--- src/rtl/atm_pager_quad_if.sv ---
// Z80-side bus bundle for the four-window ATM pager: decode inputs, config port
// write strobe, and the page/stall outputs toward the DRAM/ROM arbiter.
interface atm_pager_quad_if #(parameter int PAGE_W = 8);
    logic              zpos;
    logic              zneg;
    logic [15:0]       za;
    logic [7:0]        zd;
    logic              mreq_n;
    logic              m1_n;
    logic              pager_off;
    logic              pent1m_ROM;
    logic [5:0]        pent1m_page;
    logic              pent1m_ram0_0;
    logic              pent1m_1m_on;
    logic              atm_xxF7_wr;
    logic [PAGE_W-1:0] ext_hi;
    logic              dos;
    logic              dos_turn_on;
    logic              dos_turn_off;
    logic              zclk_stall;
    logic [PAGE_W-1:0] page;
    logic              romnram;
    logic [7:0]        cfg_rd;

    modport master (
        output zpos, zneg, za, zd, mreq_n, m1_n, pager_off, pent1m_ROM,
               pent1m_page, pent1m_ram0_0, pent1m_1m_on, atm_xxF7_wr, ext_hi, dos,
        input  dos_turn_on, dos_turn_off, zclk_stall, page, romnram, cfg_rd
    );

    modport slave (
        input  zpos, zneg, za, zd, mreq_n, m1_n, pager_off, pent1m_ROM,
               pent1m_page, pent1m_ram0_0, pent1m_1m_on, atm_xxF7_wr, ext_hi, dos,
        output dos_turn_on, dos_turn_off, zclk_stall, page, romnram, cfg_rd
    );
endinterface

--- src/rtl/atm_pager_quad.sv ---
// ATM pager serving all four 16K Z80 windows, two maps each, with xxF7 config
// read-back and a DOS-entry Z80 clock stall.
//
//  state | meaning
//  IDLE  | Z80 clock free-running
//  STALL | holding Z80 clock after a DOS entry, cnt cycles left
module atm_pager_quad #(
    parameter int          PAGE_W    = 8,
    parameter int          STALL_CYC = 3,
    parameter logic [5:0]  DOS_HI    = 6'h3D
) (
    input  logic              fclk,
    input  logic              rst,
    atm_pager_quad_if.slave   bus
);
    localparam logic [0:0] IDLE  = 1'b0;
    localparam logic [0:0] STALL = 1'b1;
    localparam logic [2:0] CNT_LOAD = 3'(STALL_CYC);

    logic [PAGE_W-1:0] pg_r  [4][2];
    logic              ram_r [4][2];
    logic              d7_r  [4][2];

    logic [1:0]        win;
    logic              map;
    logic [PAGE_W-1:0] wr_page;
    logic [PAGE_W-1:0] sel_page;
    logic              sel_ram;
    logic              sel_d7;
    logic [PAGE_W-1:0] nxt_page;
    logic              nxt_rom;
    logic              m1_r;
    logic              mreq_r;
    logic              acc;
    logic              dos_on;
    logic [0:0]        state;
    logic [2:0]        cnt;
    logic              unused_ok;

    assign win = bus.za[15:14];
    assign map = bus.pent1m_ROM;
    assign unused_ok = ^{bus.za[7:0], bus.ext_hi[7:0]};

    always_comb begin
        wr_page       = bus.ext_hi;
        wr_page[7:0]  = ~bus.zd;
        if (bus.za[11])
            wr_page = ~PAGE_W'(bus.zd[5:0]);
    end

    always_ff @(posedge fclk or posedge rst) begin
        if (rst) begin
            for (int k = 0; k < 2; k++) begin
                ram_r[0][k] <= 1'b0;
                d7_r[0][k]  <= 1'b1;
                pg_r[1][k]  <= PAGE_W'(5);
                ram_r[1][k] <= 1'b1;
                d7_r[1][k]  <= 1'b0;
                pg_r[2][k]  <= PAGE_W'(2);
                ram_r[2][k] <= 1'b1;
                d7_r[2][k]  <= 1'b0;
                pg_r[3][k]  <= '0;
                ram_r[3][k] <= 1'b1;
                d7_r[3][k]  <= 1'b1;
            end
            pg_r[0][0] <= ~PAGE_W'(1);
            pg_r[0][1] <= ~PAGE_W'(3);
        end else if (bus.atm_xxF7_wr) begin
            pg_r[win][map]  <= wr_page;
            ram_r[win][map] <= bus.za[11] ? bus.zd[6] : 1'b1;
            if (bus.za[11])
                d7_r[win][map] <= bus.zd[7];
        end
    end

    // d7 substitutes the low page bits with the 7FFD page (RAM) or the DOS flag (ROM)
    always_comb begin
        sel_page = pg_r[win][map];
        sel_ram  = ram_r[win][map];
        sel_d7   = d7_r[win][map];
        nxt_page = sel_page;
        nxt_rom  = ~sel_ram;
        if (sel_d7) begin
            if (sel_ram) begin
                if (bus.pent1m_1m_on)
                    nxt_page[5:0] = bus.pent1m_page;
                else
                    nxt_page[2:0] = bus.pent1m_page[2:0];
            end else begin
                nxt_page[0] = bus.dos;
            end
        end
        if (bus.pager_off) begin
            nxt_rom  = 1'b1;
            nxt_page = '1;
        end else if (bus.pent1m_ram0_0 && win == 2'd0) begin
            nxt_rom  = 1'b0;
            nxt_page = '0;
        end
    end

    always_ff @(posedge fclk or posedge rst) begin
        if (rst) begin
            bus.page    <= '0;
            bus.romnram <= 1'b1;
            bus.cfg_rd  <= '0;
        end else begin
            bus.page    <= nxt_page;
            bus.romnram <= nxt_rom;
            bus.cfg_rd  <= {sel_d7, sel_ram, ~sel_page[5:0]};
        end
    end

    always_ff @(posedge fclk or posedge rst) begin
        if (rst) begin
            m1_r   <= 1'b1;
            mreq_r <= 1'b1;
        end else begin
            if (bus.zpos)
                m1_r <= bus.m1_n;
            if (bus.zneg)
                mreq_r <= bus.mreq_n;
        end
    end

    assign acc    = bus.zneg & ~m1_r & ~bus.mreq_n & mreq_r;
    assign dos_on = acc & (bus.za[13:8] == DOS_HI) & bus.pent1m_ROM
                  & d7_r[0][1] & ~ram_r[0][1];
    // DOS entry wins when a RAM window decodes the entry address too
    assign bus.dos_turn_on  = dos_on;
    assign bus.dos_turn_off = acc & ram_r[win][1] & ~dos_on;

    always_ff @(posedge fclk or posedge rst) begin
        if (rst) begin
            state <= IDLE;
            cnt   <= '0;
        end else if (dos_on) begin
            state <= STALL;
            cnt   <= CNT_LOAD;
        end else if (state == STALL) begin
            cnt <= cnt - 3'd1;
            if (cnt == 3'd1)
                state <= IDLE;
        end
    end

    assign bus.zclk_stall = dos_on | (state == STALL);
endmodule

--- src/flat_wrapper.sv ---
// flat-port wrapper written by rule: the top's interface ports become plain ports
module atm_pager_quad_flat 
#(
    parameter int          PAGE_W    = 8,
    parameter int          STALL_CYC = 3,
    parameter logic [5:0]  DOS_HI    = 6'h3D
)
  (fclk, rst, bus_zpos, bus_zneg, bus_za, bus_zd, bus_mreq_n, bus_m1_n, bus_pager_off, bus_pent1m_ROM, bus_pent1m_page, bus_pent1m_ram0_0, bus_pent1m_1m_on, bus_atm_xxF7_wr, bus_ext_hi, bus_dos, bus_dos_turn_on, bus_dos_turn_off, bus_zclk_stall, bus_page, bus_romnram, bus_cfg_rd);
  atm_pager_quad_if #(.PAGE_W(PAGE_W)) bus_i ();
  input  logic fclk;
  input  logic rst;
  input wire logic [$bits(bus_i.zpos)-1:0] bus_zpos;
  input wire logic [$bits(bus_i.zneg)-1:0] bus_zneg;
  input wire logic [$bits(bus_i.za)-1:0] bus_za;
  input wire logic [$bits(bus_i.zd)-1:0] bus_zd;
  input wire logic [$bits(bus_i.mreq_n)-1:0] bus_mreq_n;
  input wire logic [$bits(bus_i.m1_n)-1:0] bus_m1_n;
  input wire logic [$bits(bus_i.pager_off)-1:0] bus_pager_off;
  input wire logic [$bits(bus_i.pent1m_ROM)-1:0] bus_pent1m_ROM;
  input wire logic [$bits(bus_i.pent1m_page)-1:0] bus_pent1m_page;
  input wire logic [$bits(bus_i.pent1m_ram0_0)-1:0] bus_pent1m_ram0_0;
  input wire logic [$bits(bus_i.pent1m_1m_on)-1:0] bus_pent1m_1m_on;
  input wire logic [$bits(bus_i.atm_xxF7_wr)-1:0] bus_atm_xxF7_wr;
  input wire logic [$bits(bus_i.ext_hi)-1:0] bus_ext_hi;
  input wire logic [$bits(bus_i.dos)-1:0] bus_dos;
  output wire logic [$bits(bus_i.dos_turn_on)-1:0] bus_dos_turn_on;
  output wire logic [$bits(bus_i.dos_turn_off)-1:0] bus_dos_turn_off;
  output wire logic [$bits(bus_i.zclk_stall)-1:0] bus_zclk_stall;
  output wire logic [$bits(bus_i.page)-1:0] bus_page;
  output wire logic [$bits(bus_i.romnram)-1:0] bus_romnram;
  output wire logic [$bits(bus_i.cfg_rd)-1:0] bus_cfg_rd;
  assign bus_i.zpos = bus_zpos;
  assign bus_i.zneg = bus_zneg;
  assign bus_i.za = bus_za;
  assign bus_i.zd = bus_zd;
  assign bus_i.mreq_n = bus_mreq_n;
  assign bus_i.m1_n = bus_m1_n;
  assign bus_i.pager_off = bus_pager_off;
  assign bus_i.pent1m_ROM = bus_pent1m_ROM;
  assign bus_i.pent1m_page = bus_pent1m_page;
  assign bus_i.pent1m_ram0_0 = bus_pent1m_ram0_0;
  assign bus_i.pent1m_1m_on = bus_pent1m_1m_on;
  assign bus_i.atm_xxF7_wr = bus_atm_xxF7_wr;
  assign bus_i.ext_hi = bus_ext_hi;
  assign bus_i.dos = bus_dos;
  assign bus_dos_turn_on = bus_i.dos_turn_on;
  assign bus_dos_turn_off = bus_i.dos_turn_off;
  assign bus_zclk_stall = bus_i.zclk_stall;
  assign bus_page = bus_i.page;
  assign bus_romnram = bus_i.romnram;
  assign bus_cfg_rd = bus_i.cfg_rd;
  atm_pager_quad #(.PAGE_W(PAGE_W), .STALL_CYC(STALL_CYC), .DOS_HI(DOS_HI)) u_core (.fclk(fclk), .rst(rst), .bus(bus_i));
endmodule
--- config.mk ---
export PLATFORM = sky130hd
export DESIGN_NAME = atm_pager_quad_flat
export DESIGN_NICKNAME = d
export VERILOG_FILES = /design/src/rtl/atm_pager_quad_if.sv /design/src/rtl/atm_pager_quad.sv /design/src/flat_wrapper.sv
export SDC_FILE = /design/constraint.sdc
export NUM_CORES = 1
export LEC_CHECK = 0
export ABC_CLOCK_PERIOD_IN_PS = 3800
export CAP_MARGIN = 20
export CORE_MARGIN = 3
export CORE_UTILIZATION = 54
export CTS_CLUSTER_SIZE = 8
export DETAILED_ROUTE_END_ITERATION = 7
export HOLD_SLACK_MARGIN = 0.05
export PLACE_DENSITY = 0.88
export SYNTH_ARGS = -nofsm -noshare
export SYNTH_HDL_FRONTEND = slang
export SYNTH_SLANG_ARGS = --single-unit
--- constraint.sdc ---
create_clock -name fclk -period 3.8 [get_ports fclk]
set_input_delay 0.57 -clock fclk [delete_from_list [all_inputs] [get_ports fclk]]
set_output_delay 0.57 -clock fclk [all_outputs]
set_load 0.005 [all_outputs]
# Word level (Yosys, flattened, before mapping)
# Cells that the tools add are included.
[word_totals]
word_cells = 108
inputBits = 50
output_inout_bits = 20
register_bits = 103
[op_classes]
muxes = 44
add_sub_neg = 1
reduce_logical = 6
n_lt_le_gt_ge = 4
n_eq_ne = 2
n_bitwise = 20
[ops]
columns = ["op", "n"]
rows = [
  ["bitwise mux 64 bit", 1],
  ["two-way mux 8 bit", 7],
  ["two-way mux 16 bit", 3],
  ["binary-select mux 16 bit (select 2 bit)", 1],
  ["demux 16 bit (select 2 bit)", 1],
  ["bitwise mux 8 bit", 2],
  ["two-way mux 1 bit", 14],
  ["two-way mux 2 bit", 5],
  ["bitwise AND 1 bit", 9],
  ["two-way mux 3 bit", 3],
  ["binary-select mux 2 bit (select 2 bit)", 2],
  ["demux 8 bit (select 1 bit)", 1],
  ["NOT 6 -> 8 bit", 1],
  ["NOT 8 bit", 1],
  ["== test 6 bit (second input constant)", 1],
  ["two-way mux 6 bit", 1],
  ["NOT 6 bit", 1],
  ["two-way mux 5 bit", 1],
  ["NOT 1 bit", 5],
  ["demux 2 bit (select 2 bit)", 1],
  ["== test 3 x 1 -> 1 bit (second input constant)", 1],
  ["greater-or-equal comparator 3 bit (second input constant)", 1],
  ["logical AND 1 bit", 3],
  ["less-than comparator 3 x 1 -> 1 bit (second input constant)", 1],
  ["10 further kinds", 10],
]

# Depth between registers and ports, before layout
# Gate-level depths: netlist (run 1).
[depth]
ltp_word = 12
depth_mapped = 8
mapped_depth_nobuf = 5

# Worst setup path before layout (run 1)
# Ideal clock, no wire load.
[synth_timing]
path_type = "input port to output port"
from = "input bus_pent1m_ROM"
to = "output bus_zclk_stall"
path_buffers = 2
cell_stages = 6
t_arrival_ns = 1.574
setup_slack_ns = 1.656
path_cell_list = "buf_4 buf_4 inv_1 nor4_1 nand2b_1 nand2b_1"
[synth_via]
elab_chain_cells = 4
[synth_rtl]
columns = ["element", "line", "source"]
rows = [
  ["start, declared", "flat_wrapper.sv:19", "input wire logic [$bits(bus_i.pent1m_ROM)-1:0] bus_pent1m_ROM;"],
  ["bitwise AND 1 bit", "atm_pager_quad.sv:127", "assign dos_on = acc & (bus.za[13:8] == DOS_HI) & bus.pent1m_ROM"],
  ["bitwise AND 1 bit (2 in a row)", "atm_pager_quad.sv:128", "& d7_r[0][1] & ~ram_r[0][1];"],
  ["OR 1 bit", "atm_pager_quad.sv:147", "assign bus.zclk_stall = dos_on | (state == STALL);"],
  ["end, declared", "flat_wrapper.sv:28", "output wire logic [$bits(bus_i.zclk_stall)-1:0] bus_zclk_stall;"],
]
# No other way between the ends.

# Worst setup path after layout (run 1)
[layout_timing]
from = "input bus_za[11]"
to = "output bus_dos_turn_on"
[layout_via]
elab_chain_cells = 5
[layout_rtl]
columns = ["element", "line", "source"]
rows = [
  ["start, declared", "flat_wrapper.sv:14", "input wire logic [$bits(bus_i.za)-1:0] bus_za;"],
  ["== test 6 bit", "atm_pager_quad.sv:127", ""],
  ["bitwise AND 1 bit (2 in a row)", "atm_pager_quad.sv:127", ""],
  ["bitwise AND 1 bit (2 in a row)", "atm_pager_quad.sv:128", ""],
  ["end, declared", "flat_wrapper.sv:26", "output wire logic [$bits(bus_i.dos_turn_on)-1:0] bus_dos_turn_on;"],
]
# No other way between the ends.

==> results_dict.tcl, run 1 <==
set metrics [dict create \
    status "finished, final reports clean" \
    yosysSeqAreaShare 0.574 \
    post-cts-setup-buffer-count 0 \
    p_leak_uw 0.00230 \
    worstSetupPathType "in -> out" \
    fin_crit_ns 3.05 \
    area_delta_synth_final_pct 18.5 \
    clock_path_buffers 2 \
    nets 511 \
    max_slew_margin 0.474 \
    cp.required_ns 3.23 \
    synth.distinct_cells 42 \
    crit_fanout 8 \
    cp_common_cell "clkdlybuf4s50_1" \
    cts_hold_buf 0 \
    reg2reg_depth 5 \
    ys_warn_count 0 \
    met3_wirelength_um 700 \
    critPathMaxStageDelay_ns 0.61 \
    grt_antenna_before_repair 0 \
    top_layer "met4" \
    critPathBufInv 3 \
    p_clk_frac 0.269 \
    diodes 0 \
    finalClockSkew_ns 0.0112 \
    layout_common_cells "dfrtp_1 (71), clkdlybuf4s50_1 (53), nand2_1 (49), nor2_1 (46), o21ai_0 (41)" \
    io_buffer_count 53 \
    wl_per_cell_um 18.0 \
    clk_latency_ns 0.38 \
    final_common_cell "dfrtp_1" \
    finalCritPeriodShare 0.802 \
    synth_cells 407 \
    cts_buffers 9 \
    r2r-start "u_core.ram_r[6]$_DFFE_PP0P_" \
    setup_viol 0 \
    worst_pin_slew_ns 0.789 \
    r2r-end "u_core.bus.page[5]$_DFF_PP0_" \
    power_density_mw_per_mm2 512 \
    internal_power_uw 2020 \
    core_mm2 0.00797 \
    total_power_uw 2770 \
    drt_pre_antenna_iters 4 \
    grtUsageTotal 0.224 \
    rows 32 \
    ys_ff_latch 103 \
    gp_congestion 0.806 \
    num_vias 3272 \
    grt_pass1_vias 3349 \
    drc_errors 0 \
    wl_met2_mm 5.26 \
    grt_pass1_wl_mm 17.1 \
    whs_path_depth 2 \
    arrival_ns 2.48 \
    slowest_stage "clkdlybuf4s50_1" \
    critPathCaptureType "output pin" \
    synth_area_mm2 0.00456 \
    clock_sinks 103 \
    regToRegSetupSlack_ns 2.01 \
    p_sw_frac 0.270 \
    vdd_drop_max_v 0.000180 \
    finalWirelength_mm 10.2 \
    whs_endpoint "u_core.pg_r[0]$_DFFE_PP0P_" \
    die_area_mm2 0.00959 \
    combPwrFrac 0.202 \
    path_cells "clkdlybuf4s50_1 -> nand3b_1 -> nor4_1 -> nand2b_1 -> inv_1 -> clkdlybuf4s50_1" \
    drt-met1-wl_mm 4.06 \
    drtIter0Drc 268 \
    die_height_um 97.9 \
    rsz0062_at_grt "false" \
    syn_nets 459 \
    max_freq_ghz 0.328 \
    avgSynthCellArea_um2 11.2 \
    cp-start-kind "input port" \
    async_reset_ff_frac 1.00 \
    grt_max_degree 66 \
    worst_hold_startpoint "u_core.pg_r[0]$_DFFE_PP0P_" \
    drv_slew 0 \
    finalSetupTns_ns 0 \
    start_util 0.573 \
    ios 70 \
    ys.flop_type "dfrtp_1" \
    drive_gt1_frac 0.198 \
    ant_nets 0 \
    hold_viol_final 0 \
    hold_path.class "reg -> reg" \
    cts_tree "yes" \
    hpwl_mm 7.07 \
    overflow 0 \
    path_clk_slew_ns 0.09 \
    htree_levels 3 \
    avgViaCountPerCell 5.78 \
    chipWidth_um 97.9 \
    cap_violations 0 \
    switchingPower_uw 747 \
    ctsRootBufferMaster "clkbuf_8" \
    synth_edf_count 0 \
    cts_resized 0 \
    crit_family "buffers and inverters" \
    seq_power_share 0.529 \
]
power by group through the flow:
stage / Sequential (µW) / Clock (µW) / Combinational (µW)
after floorplan: 1450 / 0 / 351
after CTS: 1460 / 750 / 563
after detailed placement: 1480 / 0 / 559
final: 1460 / 745 / 560
after global routing: 1490 / 793 / 616
after global placement: 1460 / 0 / 529
worst max-delay path by stage:
stage	cells after the start	to	slack [ns]	start
after global placement	6	bus_zclk_stall	0.82	bus_za[11]
after global routing	6	bus_dos_turn_on	0.57	bus_za[11]
after CTS	6	bus_dos_turn_on	0.73	bus_za[11]
final	6	bus_dos_turn_on	0.75	bus_za[11]
after floorplan	1	u_core.bus.cfg_rd[0]$_DFF_PP0_	0.58	rst
after detailed placement	6	bus_dos_turn_on	0.73	bus_za[11]
routing by layer:
layer  track usage  vias to the layer above
met5             0                        -
met4        0.0735                        0
met3        0.0421                       14
met2         0.387                      110
met1         0.287                     1634
li1              -                     1514
cells by family after synthesis:
logic type      share of synthesized area
xor+xnor                          0.00384
mux                                 0.145
fa+ha+maj                         0.00548
compound gates                      0.111
buf+inv                            0.0370
simple gates                        0.124
flops                               0.574
Yosys cell counts (5+ instances only):
| master | count | area share |
|---|---|---|
| inv_1 | 8 | 0.0066 |
| nor2_1 | 46 | 0.038 |
| mux2_2 | 14 | 0.035 |
| mux2i_1 | 21 | 0.046 |
| clkbuf_1 | 9 | 0.0074 |
| dfstp_2 | 32 | 0.18 |
| a21oi_1 | 37 | 0.041 |
| and3_1 | 5 | 0.0069 |
| mux4_2 | 12 | 0.059 |
| buf_2 | 9 | 0.0099 |
| nand3_1 | 5 | 0.0055 |
| o21ai_0 | 41 | 0.045 |
| dfrtp_1 | 71 | 0.39 |
| nand2_1 | 49 | 0.040 |
area by class of cell:
class,count,area [µm²]
Clock buffer,11,131
Clock inverter,5,82.6
Fill cell,563,2560
Inverter,10,40.0
Multi-Input combinational cell,270,1780
Sequential cell,103,2620
Tap cell,102,128
Timing Repair Buffer,65,633
state kept, by name, summed over array words and instances (netlist names):
signal	flops
u_core.d7_r	8
u_core.ram_r	8
u_core.m1_r	1
u_core.pg_r	64
u_core.mreq_r	1
u_core.bus.romnram	1
u_core.bus.page	8
u_core.bus.cfg_rd	8
u_core.state	1
u_core.cnt	3
through the flow:
stage	hold WS (ns)	std cells	worst slack [ns]	utilization	area, µm²
floorplan	0.444	407	0.579	-	4560
global placement	0.456	550	0.820	0.652	5190
detailed placement	0.468	550	0.732	0.652	5190
CTS	0.488	566	0.732	0.679	5410
global route	0.505	566	0.571	0.679	5410
finish	0.487	566	0.753	0.679	5410
tightest hold or removal path: cells and delay by family (launching register included):
family / cells / cell delay, ns
flip-flops: 1 / 0.35
AO/OA/AOI/OAI: 1 / 0.06
AND/OR/NAND/NOR: 1 / 0.04
Note: power is estimated with default switching activity, not from simulation.
==> inputs of run 2 (changes only) <==
- ABC_CLOCK_PERIOD_IN_PS: 3800 -> 3120
- clock period: 3.8 -> 3.12 ns (I/O delays scaled with it)
==> results_dict.tcl, run 2 (same netlist as run 1, synthesis figures left out) <==
set metrics [dict create \
    status "finished, final reports clean" \
    finalClockSkew_ns 0.0103 \
    max_freq_ghz 0.357 \
    overflow 0 \
    cts_tree "yes" \
    finalWirelength_mm 9.89 \
    die_area_mm2 0.00959 \
    drive_gt1_frac 0.209 \
    finalSetupTns_ns 0 \
    clock_sinks 103 \
    cap_violations 0 \
    hold_viol_final 0 \
    worstSetupPathType "in -> out" \
    crit_family "buffers and inverters" \
    hpwl_mm 6.88 \
    drv_slew 0 \
    htree_levels 3 \
    fin_crit_ns 2.80 \
    max_slew_margin 0.571 \
    setup_viol 0 \
    drtIter0Drc 202 \
    critPathMaxStageDelay_ns 0.52 \
    grt_pass1_vias 3359 \
    grt_max_degree 54 \
    cp_common_cell "clkdlybuf4s50_1" \
    chipWidth_um 97.9 \
    avgViaCountPerCell 5.69 \
    start_util 0.573 \
    drc_errors 0 \
    critPathBufInv 3 \
    cp.required_ns 2.65 \
    diodes 0 \
    grt_antenna_before_repair 0 \
    p_sw_frac 0.270 \
    area_delta_synth_final_pct 18.8 \
    dpl_worst_slack_ns 0.323 \
    slowest_stage "clkdlybuf4s50_1" \
    cts_buffers 9 \
    setup_ws_ns 0.321 \
    combPwrFrac 0.207 \
    switchingPower_uw 890 \
    ctsRootBufferMaster "clkbuf_8" \
    ant_nets 0 \
    p_clk_frac 0.254 \
    ios 70 \
    rows 32 \
    power_density_mw_per_mm2 608 \
    arrival_ns 2.33 \
    regToRegSetupSlack_ns 1.30 \
    worst_pin_slew_ns 0.643 \
    max_flop_register "u_core.pg_r" \
    crit_fanout 6 \
    grt_pass1_wl_mm 16.7 \
    path_clk_slew_ns 0.09 \
    grtUsageTotal 0.221 \
    die_height_um 97.9 \
    cts_resized 0 \
    gp_congestion 0.831 \
    seq_power_share 0.539 \
    rsz0062_at_grt "false" \
    critPathCaptureType "output pin" \
    vdd_drop_max_v 0.000294 \
    largest_register_ffs 64 \
    fillers 558 \
    wl_per_cell_um 17.3 \
    clock_path_buffers 2 \
    core_mm2 0.00797 \
    finalCritPeriodShare 0.897 \
    layout_common_cells "dfrtp_1 (71), clkdlybuf4s50_1 (53), nand2_1 (49), nor2_1 (46), o21ai_0 (41)" \
    clk_latency_ns 0.37 \
    hold_path.class "reg -> reg" \
    num_vias 3248 \
    post-cts-setup-buffer-count 0 \
    cts_hold_buf 0 \
    cp-start-kind "input port" \
    nets 516 \
    internal_power_uw 2400 \
    path_cells "clkdlybuf4s50_1 -> or4bb_1 -> nand2b_1 -> inv_1 -> clkdlybuf4s50_1" \
    io_buffer_count 53 \
    final_common_cell "dfrtp_1" \
    drt_pre_antenna_iters 4 \
    p_leak_uw 0.00232 \
]
## run 2: cell types whose count changed in the layout (fill, tap and decap cells not counted)
cell | previous run | this run
clkinv_4 | 1 | 2
clkbuf_1 | 2 | 1
inv_6 | 1 | 0
clkbuf_8 | 9 | 10
clkinv_2 | 1 | 2
bufinv_16 | 2 | 1
buf_4 | 11 | 17
buf_12 | 1 | 0
## run 2: area by class of cell
type	count	area [µm²]	area share
Sequential cell	103	2620	0.483
Clock inverter	5	57.6	0.0106
Inverter	10	40.0	0.00739
Multi-Input combinational cell	270	1780	0.328
Clock buffer	11	141	0.0261
Tap cell	102	128	0.0236
Timing Repair Buffer	70	658	0.121
## run 2: path summary, 6_finish.rpt
| kind | from | end | depth (start not counted) |
|---|---|---|---|
| worst max-delay path | bus_zneg | bus_dos_turn_on | 5 |
| worst min-delay path | u_core.pg_r[17]$_DFFE_PP1P_ | u_core.pg_r[17]$_DFFE_PP1P_ | 2 |
| worst max register to register | u_core.ram_r[6]$_DFFE_PP0P_ | u_core.bus.page[4]$_DFF_PP0_ | 5 |
| worst min register to register | u_core.pg_r[17]$_DFFE_PP1P_ | u_core.pg_r[17]$_DFFE_PP1P_ | 2 |
| max in group asynchronous | rst | u_core.pg_r[17]$_DFFE_PP1P_ | 3 |
| min in group asynchronous | rst | u_core.bus.cfg_rd[3]$_DFF_PP0_ | 2 |
## run 2: worst reg2reg max path, cell delays in order (launching register included)
cell,delay [ns]
dfrtp_1,0.42
mux2i_1,0.23
mux4_2,0.33
clkinv_1,0.22
and3_4,0.28
o311ai_1,0.24
## run 2: routing by layer
metal | wire length (µm) | up-vias | GRT usage
met5 | 0 | - | 0
met2 | 5060 | 93 | 0.375
met3 | 536 | 13 | 0.0507
li1 | - | 1534 | -
met4 | 174 | 0 | 0.0714
met1 | 4130 | 1608 | 0.283
## run 2: power by group through the flow
stage	sequential [µW]	clock, µW	combinational (µW)
2_1_floorplan	1770	0	428
3_3_place_gp	1780	0	646
3_5_place_dp	1800	0	678
4_1_cts	1780	847	683
5_1_grt	1810	899	757
6_report	1780	838	680
## run 2: per-stage QoR
stage / area, µm² / util / hold WS [ns] / instances / power (µW)
after floorplan: 4560 / - / 0.444 / 407 / 2200
after global placement: 5220 / 0.655 / 0.456 / 555 / 2420
after detailed placement: 5220 / 0.655 / 0.467 / 555 / 2480
after CTS: 5420 / 0.680 / 0.485 / 571 / 3310
after global routing: 5420 / 0.680 / 0.509 / 571 / 3470
final: 5420 / 0.680 / 0.481 / 571 / 3290
